<file path="config.mk">
export PLATFORM = sky130hd
export DESIGN_NAME = minterm_lut_seq
export DESIGN_NICKNAME = d
export VERILOG_FILES = /design/src/rtl/minterm_pkg.sv /design/src/rtl/minterm_mask_loader.sv /design/src/rtl/minterm_lut_seq.sv
export SDC_FILE = /design/constraint.sdc
export NUM_CORES = 1
export LEC_CHECK = 0
export CORE_UTILIZATION = 45
export CTS_BUF_LIST = sky130_fd_sc_hd__clkbuf_16
export DETAILED_ROUTE_END_ITERATION = 6
export HOLD_SLACK_MARGIN = 0.1
export PLACE_DENSITY = 0.7
export SLEW_MARGIN = 10
export SYNTH_ARGS = -nofsm -noshare
export SYNTH_HDL_FRONTEND = slang
export SYNTH_HIERARCHICAL = 1
export SYNTH_SLANG_ARGS = --single-unit
</file>
<file path="constraint.sdc">
create_clock -name CLK -period 2.18 [get_ports CLK]
set_input_delay 0.545 -clock CLK [delete_from_list [all_inputs] [get_ports CLK]]
set_output_delay 0.545 -clock CLK [all_outputs]
set_load 0.01 [all_outputs]
</file>
<file path="src/rtl/minterm_pkg.sv">
// Shared types for the minterm truth-table evaluator.
// Holds the FSM state encoding and the default input count.
package minterm_pkg;

  localparam int N_IN_DEF = 4;

  typedef enum logic [1:0] {
    IDLE  = 2'd0,
    LOAD  = 2'd1,
    SWEEP = 2'd2
  } state_t;

endpackage

</file>
<file path="src/rtl/minterm_mask_loader.sv">
// Serial truth-table mask loader: shadow shift register, bit counter, commit.
// Ports: clk, rst, shift, clr, load_bit in; last, commit, mask_new out.
module minterm_mask_loader
  import minterm_pkg::*;
#(
  parameter int N_IN = N_IN_DEF
) (
  input  logic              clk,
  input  logic              rst,
  input  logic              shift,
  input  logic              clr,
  input  logic              load_bit,
  output logic              last,
  output logic              commit,
  output logic [2**N_IN-1:0] mask_new
);

  localparam int M = 2**N_IN;
  localparam logic [N_IN-1:0] ONE = 1;

  logic [M-1:0]    shadow;
  logic [N_IN-1:0] cnt;

  // MSB first: the earliest bit ends up in the top position.
  assign mask_new = {shadow[M-2:0], load_bit};
  assign last     = (cnt == '1);
  assign commit   = shift && last;

  always_ff @(posedge clk) begin
    if (rst) begin
      shadow <= '0;
      cnt    <= '0;
    end else if (clr || commit) begin
      shadow <= '0;
      cnt    <= '0;
    end else if (shift) begin
      shadow <= mask_new;
      cnt    <= cnt + ONE;
    end
  end

endmodule

</file>
<file path="src/rtl/minterm_lut_seq.sv">
// Sequential truth-table evaluator with serial mask load and full sweep.
// Ports: CLK, RST, IN, IN_VALID, LOAD_EN, LOAD_BIT, SWEEP_START in;
//        OUT, OUT_VALID, OUT_IDX, LOAD_DONE, SWEEP_BUSY, SWEEP_DONE, ONES_CNT out.
module minterm_lut_seq
  import minterm_pkg::*;
#(
  parameter int               N_IN     = N_IN_DEF,
  parameter logic [2**N_IN-1:0] MASK_RST = '0
) (
  input  logic            CLK,
  input  logic            RST,
  input  logic [N_IN-1:0] IN,
  input  logic            IN_VALID,
  input  logic            LOAD_EN,
  input  logic            LOAD_BIT,
  input  logic            SWEEP_START,
  output logic            OUT,
  output logic            OUT_VALID,
  output logic [N_IN-1:0] OUT_IDX,
  output logic            LOAD_DONE,
  output logic            SWEEP_BUSY,
  output logic            SWEEP_DONE,
  output logic [N_IN:0]   ONES_CNT
);

  localparam int M = 2**N_IN;
  localparam logic [N_IN:0] ONE = 1;

  state_t          state, nstate;
  logic [M-1:0]    mask;
  logic [M-1:0]    mask_new;
  logic [N_IN:0]   swp_cnt;
  logic [N_IN:0]   ones_acc;
  logic            shift, clr, last, commit;
  logic            ev, ev_bit, blocked;
  logic [N_IN-1:0] ev_idx;
  logic            swp_clr, swp_inc, swp_fin;

  minterm_mask_loader #(
    .N_IN(N_IN)
  ) u_loader (
    .clk      (CLK),
    .rst      (RST),
    .shift    (shift),
    .clr      (clr),
    .load_bit (LOAD_BIT),
    .last     (last),
    .commit   (commit),
    .mask_new (mask_new)
  );

  // A done pulse marks a completion cycle; new requests wait one cycle.
  assign blocked    = LOAD_DONE | SWEEP_DONE;
  assign ev_bit     = mask[ev_idx];
  assign SWEEP_BUSY = (state == SWEEP);

  always_comb begin
    nstate  = state;
    shift   = 1'b0;
    clr     = 1'b0;
    ev      = 1'b0;
    ev_idx  = IN;
    swp_clr = 1'b0;
    swp_inc = 1'b0;
    swp_fin = 1'b0;
    unique case (state)
      IDLE: begin
        if (!blocked) begin
          if (LOAD_EN) begin
            shift  = 1'b1;
            nstate = last ? IDLE : LOAD;
          end else if (SWEEP_START) begin
            swp_clr = 1'b1;
            nstate  = SWEEP;
          end else if (IN_VALID) begin
            ev = 1'b1;
          end
        end
      end
      LOAD: begin
        if (!LOAD_EN) begin
          clr    = 1'b1;
          nstate = IDLE;
        end else begin
          shift = 1'b1;
          if (last) nstate = IDLE;
        end
      end
      SWEEP: begin
        // Extra counter bit ends the sweep without wrapping the index.
        if (swp_cnt[N_IN]) begin
          swp_fin = 1'b1;
          nstate  = IDLE;
        end else begin
          ev      = 1'b1;
          ev_idx  = swp_cnt[N_IN-1:0];
          swp_inc = 1'b1;
        end
      end
      default: nstate = IDLE;
    endcase
  end

  always_ff @(posedge CLK) begin
    if (RST) begin
      state      <= IDLE;
      mask       <= MASK_RST;
      swp_cnt    <= '0;
      ones_acc   <= '0;
      OUT        <= 1'b0;
      OUT_VALID  <= 1'b0;
      OUT_IDX    <= '0;
      LOAD_DONE  <= 1'b0;
      SWEEP_DONE <= 1'b0;
      ONES_CNT   <= '0;
    end else begin
      state      <= nstate;
      LOAD_DONE  <= commit;
      SWEEP_DONE <= swp_fin;
      OUT_VALID  <= ev;
      if (commit) mask <= mask_new;
      if (ev) begin
        OUT     <= ev_bit;
        OUT_IDX <= ev_idx;
      end
      if (swp_clr) begin
        swp_cnt  <= '0;
        ones_acc <= '0;
      end else if (swp_inc) begin
        swp_cnt <= swp_cnt + ONE;
        if (ev_bit) ones_acc <= ones_acc + ONE;
      end
      if (swp_fin) ONES_CNT <= ones_acc;
    end
  end

endmodule

</file>
==> results.cfg, run 1 <==
[clocking]
cts_root_buf = sky130_fd_sc_hd__clkbuf_16
cts_num_sinks = 60
tritoncts = yes
cts_max_path_buffers = 2
cts_hold_repair.buffers = 0
htree_num_levels = 3
insertion_delay_ns = 0.32
worst_setup_hold_path_clk_slew_ns = 0.05
post_cts.repair.setup_buffers = 0
numCtsBuffers = 9

[worst_setup_path]
critical-path-slowest-cell = sky130_fd_sc_hd__clkdlybuf4s50_1
worst_setup_start_kind = primary input
arrival_ns = 2.33
critical_path.reg2reg.endpoint = OUT$_SDFFE_PP0P_
crit_chain = clkdlybuf4s50_1, buf_4, mux2i_1, a21oi_1, o41a_2, o211ai_4, a2111o_1, o21ai_2
reg2reg_slack_ns = 0.10
criticalPathCategory = primary input to flip-flop
cp_slowest_stage_delay_ns = 0.57
worst_path_dominant_cell_family = compound AO/OA/AOI/OAI gates
largest_fanout_on_the_critical_path = 8
setup.worst_path.start = IN[0]
timing.rr.start = state[0]$_SDFFE_PP0P_
critPathCaptureType = flip-flop
critPathRequiredTime_ns = 2.44
reg2reg_depth = 7
critical_path_buf_inv_count = 2

[logic_synthesis]
synth_cell_types = 46
yosys.area.top_type = sky130_fd_sc_hd__dfxtp_1
syn-instance-count = 292
synth_top_family_by_area = simple AND/OR/NAND/NOR gates
synth.cell_area_um2 = 2721
synth-edff-count = 0
post_synthesis_share_of_cell_area_spent_on_full_adders_half_adders_and_majority_gates = 0.01379
synth-xor-area-share = 0.01931
syn-mean-instance-area_um2 = 9.320
synth.cells.most_frequent = sky130_fd_sc_hd__dfxtp_1, sky130_fd_sc_hd__nor2_1, sky130_fd_sc_hd__mux2i_1
share_of_cell_area_taken_by_muxes_after_synthesis = 0.1747
synthDominantCellAreaShare = 0.4414
most_common_flop_cell_mapped_by_yosys = sky130_fd_sc_hd__dfxtp_1
ys_seq_elements = 60
synth_nets = 305
seq_area_frac_synth = 0.4414
synth-warning-count = 6
netlist_top_cells_area = sky130_fd_sc_hd__dfxtp_1, sky130_fd_sc_hd__mux2i_1, sky130_fd_sc_hd__nor2_1
synthArstFlopShare = 0
post-synth-top-count-cell = sky130_fd_sc_hd__dfxtp_1
synth_simple_gate_area_frac = 0.1761
synth-compound-area-share = 0.1310

[power_and_ir_drop]
pwr_density_cell_nw_per_um2 = 828.2
total_power_w = 0.002850
leakagePower_nw = 1.293
power.ir.vdd_worst_v = 0.0006156

[detailed_routing]
drt-wirelength-per-cell_um = 13.28
detail-route-antenna-nets = 0
drt-pass1-iter-count = 4
drt_iter0_drcs = 120
drt-total-wl_mm = 5.392
detail_route.drc_violations = 0
vias_per_cell = 5.234
detailroute.via_count = 2125

[cells_and_area]
post-route-cell-area_um2 = 3441
final_layout_size_suffix_gt1_frac = 0.1467
multiInputGateArea_um2 = 1414
area.growth.synth_to_final_pct = 26.44
nets = 342
antenna_cells = 0
layout.area.seq_um2 = 1201
nFillCells = 484

[die]
initial_core_util = 0.4795
die-width_um = 79.77
fp.dieH_um = 79.77
rows = 27
die_area_um2 = 6362
top_level_ports = 24
fp.coreArea_um2 = 5675

[timing]
setup_total_negative_slack_ns = 0
report.final.slew_viol_count = 0
timing.final.crit_period_ns = 2.075
setup_violations = 0
timing.max_slew.rel_slack = 0.6987
timing.clock.skew_ns = 0.005799
max_clock_freq_mhz = 481.9
grt_setup_unrepaired = false
final_hold_violations = 0
post-route-period-util = 0.9519
worst_pin_slew_ns = 0.4519

[global_routing]
grt_max_degree = 20
grt_first_pass_wirelength_mm = 9.404
overflow = 0
first_global_vias = 2076
grt_util_all_layers = 0.1970
antenna_found_initial = 0

[placed_design]
place.detailed.hpwl_mm = 3.910
buffer_ports.inserted = 23
place_congestion = 0.8960
placedInstanceArea_um2 = 3117

[worst_hold_path]
min_path_type = flip-flop to flip-flop
hold-path-endpoint = ONES_CNT[2]$_SDFFE_PP0P_
worstHoldPathCells = 2
holdCritStartpoint = ONES_CNT[2]$_SDFFE_PP0P_

[run_status]
outcome = finished clean

[flow_run]
cap_viol_max_count = 0
## worst min-delay path, cell delays in order, from the launching register on
cell and delay (ns):
sky130_fd_sc_hd__dfxtp_1 0.30, sky130_fd_sc_hd__nand2_1 0.05, sky130_fd_sc_hd__a21oi_1 0.05
## worst max path at each step
stage	end	cells after the start
floorplan	ones_acc[2]$_SDFFE_PP0P_	6
global placement	ones_acc[4]$_SDFFE_PP0P_	8
detailed placement	ones_acc[4]$_SDFFE_PP0P_	8
CTS	SWEEP_BUSY	2
global route	ones_acc[4]$_SDFFE_PP0P_	7
finish	ones_acc[3]$_SDFFE_PP0P_	8
## per-layer routing
layer  up-vias  share of wire  track usage
li1       1100              -            -
met1       983           0.46       0.2303
met2        30           0.48       0.3265
met3        12          0.035      0.06514
met4         0          0.022      0.08750
met5         -              0            0
## sequential cells by signal, indices dropped and copies added, names as in the netlist
| signal | flops |
|---|---|
| ones_acc | 5 |
| state | 2 |
| OUT_VALID | 1 |
| ONES_CNT | 5 |
| swp_cnt | 5 |
| OUT | 1 |
| u_loader/shadow | 15 |
| OUT_IDX | 4 |
| SWEEP_DONE | 1 |
| u_loader/cnt | 4 |
| mask | 16 |
| LOAD_DONE | 1 |
## layout by cell type (no fill, tap or decap), types with 2 or more instances in the layout
| master | n |
|---|---|
| sky130_fd_sc_hd__a21o_1 | 2 |
| sky130_fd_sc_hd__bufinv_16 | 2 |
| sky130_fd_sc_hd__nor2_1 | 50 |
| sky130_fd_sc_hd__dfxtp_1 | 60 |
| sky130_fd_sc_hd__nand3_1 | 9 |
| sky130_fd_sc_hd__nor3_1 | 3 |
| sky130_fd_sc_hd__nand2_1 | 24 |
| sky130_fd_sc_hd__o22ai_1 | 2 |
| sky130_fd_sc_hd__a41oi_1 | 2 |
| sky130_fd_sc_hd__and2_1 | 2 |
| sky130_fd_sc_hd__mux2i_1 | 43 |
| sky130_fd_sc_hd__nand2b_1 | 2 |
| sky130_fd_sc_hd__nand4_1 | 3 |
| sky130_fd_sc_hd__inv_1 | 5 |
| sky130_fd_sc_hd__clkbuf_16 | 9 |
| sky130_fd_sc_hd__o21ai_2 | 2 |
| sky130_fd_sc_hd__a22o_1 | 2 |
| sky130_fd_sc_hd__a21oi_1 | 22 |
| sky130_fd_sc_hd__nor2b_1 | 4 |
| sky130_fd_sc_hd__o21a_1 | 3 |
| sky130_fd_sc_hd__clkdlybuf4s50_1 | 23 |
| sky130_fd_sc_hd__mux4_2 | 2 |
| sky130_fd_sc_hd__clkinvlp_4 | 3 |
| sky130_fd_sc_hd__xor2_1 | 4 |
| sky130_fd_sc_hd__a2111o_1 | 2 |
| sky130_fd_sc_hd__xnor2_1 | 2 |
| sky130_fd_sc_hd__buf_4 | 20 |
| sky130_fd_sc_hd__ha_1 | 3 |
| sky130_fd_sc_hd__o2111ai_1 | 2 |
## report_power, final
| part | internal [W] | switching [W] |
|---|---|---|
| combinational | 0.000121 | 0.000127 |
| clock | 0.000992 | 0.000477 |
| sequential | 0.00112 | 0.0000156 |
| total | 0.00223 | 0.000619 |
## per-stage QoR
stage | util | instances | hold WS [ns] | worst slack [ns]
4_1_cts | 0.6054 | 406 | 0.4505 | 0.05561
3_5_place_dp | 0.5492 | 390 | 0.4435 | -0.2007
5_1_grt | 0.6063 | 406 | 0.4729 | 0.01114
6_report | 0.6063 | 406 | 0.4561 | 0.1050
3_3_place_gp | 0.5492 | 390 | 0.4399 | -0.1741
2_1_floorplan | - | 292 | 0.4527 | 0.08782
## repair_timing
item | CTS | global route
gates cloned | 0 | 0
setup endpoints to repair | 1 | 2
resized for setup | 1 | 1
pin swaps | 0 | 1
## area by class of cell
class / count / area share
clock buffers: 9 / 0.06545
inverters: 5 / 0.005455
repair buffers: 44 / 0.1164
well taps: 72 / 0.02618
clock inverters: 7 / 0.02655
multi-input cells: 209 / 0.4109
flip-flops and latches: 60 / 0.3491
## kinds of logic (layout without fill, tap and decap cells)
family | count (synthesis) | in the layout
flops | 60 | 60
compound gates | 49 | 49
mux | 45 | 45
buf+inv | 23 | 65
xor+xnor | 6 | 6
fa+ha+maj | 3 | 3
simple gates | 106 | 106
(Power assumes the default switching activity.)
==> run 2, diff against run 1 <==
--- a/config.mk
+++ b/config.mk
@@ -12,2 +12,3 @@
 export PLACE_DENSITY = 0.7
+export REMOVE_ABC_BUFFERS = 1
 export SLEW_MARGIN = 10
--- a/constraint.sdc
+++ b/constraint.sdc
@@ -3,2 +3,2 @@
 set_output_delay 0.545 -clock CLK [all_outputs]
-set_load 0.01 [all_outputs]
+set_load 0.1 [all_outputs]
==> results.cfg, run 2 (synthesis results as in run 1) <==
[detailed_routing]
drt_iter0_drcs = 115
drt-total-wl_mm = 5.830
drt-pass1-iter-count = 4
drt-wirelength-per-cell_um = 14.32
vias_per_cell = 5.265
detailroute.via_count = 2143
detail_route.drc_violations = 0
detail-route-antenna-nets = 0

[placed_design]
buffer_ports.inserted = 23
place.detailed.hpwl_mm = 4.135
place_congestion = 0.8700
placedInstanceArea_um2 = 3102

[timing]
final_hold_violations = 0
worst_pin_slew_ns = 0.4692
timing.max_slew.rel_slack = 0.6872
report.final.slew_viol_count = 0
max_clock_freq_mhz = 497.2
setup_violations = 0
grt_setup_unrepaired = false
timing.final.crit_period_ns = 2.011
timing.clock.skew_ns = 0.005208
post-route-period-util = 0.9226

[power_and_ir_drop]
leakagePower_nw = 1.357
power.ir.vdd_worst_v = 0.0007020
pwr_density_cell_nw_per_um2 = 881.1

[worst_setup_path]
critPathCaptureType = flip-flop
critPathRequiredTime_ns = 2.44
setup.worst_path.start = state[0]$_SDFFE_PP0P_
criticalPathCategory = flip-flop to flip-flop
arrival_ns = 2.27
timing.rr.start = state[0]$_SDFFE_PP0P_
largest_fanout_on_the_critical_path = 8
worst_setup_start_kind = flip-flop

[clocking]
insertion_delay_ns = 0.33
cts_root_buf = sky130_fd_sc_hd__clkbuf_16
numCtsBuffers = 9
worst_setup_hold_path_clk_slew_ns = 0.05
cts_num_sinks = 60
htree_num_levels = 3
tritoncts = yes
post_cts.repair.setup_buffers = 0
cts_max_path_buffers = 2

[die]
initial_core_util = 0.4795
top_level_ports = 24
die-width_um = 79.77
rows = 27
die_area_um2 = 6362
fp.dieH_um = 79.77
fp.coreArea_um2 = 5675

[worst_hold_path]
min_path_type = flip-flop to flip-flop
holdCritStartpoint = ONES_CNT[2]$_SDFFE_PP0P_

[cells_and_area]
top_registers = mask: 16 flops, u_loader/shadow: 15 flops
area.growth.synth_to_final_pct = 26.25
post-route-cell-area_um2 = 3436
antenna_cells = 0
layout.cells.most_common_list = sky130_fd_sc_hd__dfxtp_1, sky130_fd_sc_hd__nor2_1, sky130_fd_sc_hd__mux2i_1
registers.top_by_ff_count = mask
final_common_cell = sky130_fd_sc_hd__dfxtp_1
layout.core_utilization = 0.6054
final_layout_size_suffix_gt1_frac = 0.1821
nets = 343
largest_reg_flops = 16

[global_routing]
first_global_vias = 2141
grt_util_all_layers = 0.2090
overflow = 0
grt_max_degree = 20
grt_first_pass_wirelength_mm = 9.984
antenna_found_initial = 0

[run_status]
outcome = finished clean

[flow_run]
cap_viol_max_count = 0
## run 2: cell count changes in the layout (fill, tap and decap cells not counted)
cell                              change
sky130_fd_sc_hd__buf_4               +14
sky130_fd_sc_hd__clkinvlp_4           -3
sky130_fd_sc_hd__clkinv_1             +1
sky130_fd_sc_hd__inv_1                +1
sky130_fd_sc_hd__bufinv_16            +1
sky130_fd_sc_hd__dlymetal6s2s_1       +1
sky130_fd_sc_hd__nor2b_4              -1
sky130_fd_sc_hd__nor2b_1              +1
sky130_fd_sc_hd__buf_12               +1
sky130_fd_sc_hd__clkdlybuf4s50_1     -15
## run 2: critical path: stages (launching register included)
cell	delay [ns]
sky130_fd_sc_hd__dfxtp_1	0.33
sky130_fd_sc_hd__or3b_4	0.45
sky130_fd_sc_hd__a221oi_2	0.32
sky130_fd_sc_hd__o41a_2	0.22
sky130_fd_sc_hd__o211ai_4	0.13
sky130_fd_sc_hd__a2111o_1	0.44
sky130_fd_sc_hd__o21ai_2	0.06
## run 2: metal layers
| layer | GRT usage | part of all wire | routed length, µm |
|---|---|---|---|
| met5 | 0 | 0 | 0 |
| met4 | 0.09821 | 0.019 | 111 |
| met3 | 0.06857 | 0.044 | 256 |
| met2 | 0.3265 | 0.46 | 2658 |
| met1 | 0.2588 | 0.48 | 2805 |
## run 2: final timing paths
path,end,slack [ns],cells after the start
worst max-delay path,ones_acc[4]$_SDFFE_PP0P_,0.17,6
worst min-delay path,ONES_CNT[2]$_SDFFE_PP0P_,0.45,2
worst max register to register,ones_acc[4]$_SDFFE_PP0P_,0.17,6
worst min register to register,ONES_CNT[2]$_SDFFE_PP0P_,0.45,2
## run 2: area by class of cell
cell class | count | area [µm²]
Sequential cell | 60 | 1201
Fill cell | 505 | 2240
Tap cell | 72 | 90.09
Clock inverter | 7 | 106.4
Timing Repair Buffer | 45 | 387.9
Multi-Input combinational cell | 209 | 1406
Clock buffer | 9 | 225.2
Inverter | 5 | 18.77
## run 2: stage by stage
stage	cells	hold WS (ns)	setup TNS [ns]	setup WS [ns]	power, W
after CTS	407	0.4589	0	0.03672	0.003059
after floorplan	274	0.4509	-84.59	-2.172	0.001353
after detailed placement	391	0.4517	-1.693	-0.3103	0.001474
final	407	0.4532	0	0.1687	0.003027
after global placement	391	0.4425	-1.364	-0.2581	0.001470
after global routing	407	0.4749	0	0.07198	0.003136
## run 2: report_power, final
group / leakage, nW / total [W] / switching, W / internal [W]
Combinational: 0.707 / 0.000321 / 0.000200 / 0.000122
Sequential: 0.485 / 0.00113 / 0.0000142 / 0.00112
Clock: 0.166 / 0.00157 / 0.000474 / 0.00110
## run 2: timing repair
item,CTS,global route
hold buffers,0,0
endpoints found under the hold margin,0,0
setup endpoints to repair,0,6
gates resized for setup,0,1
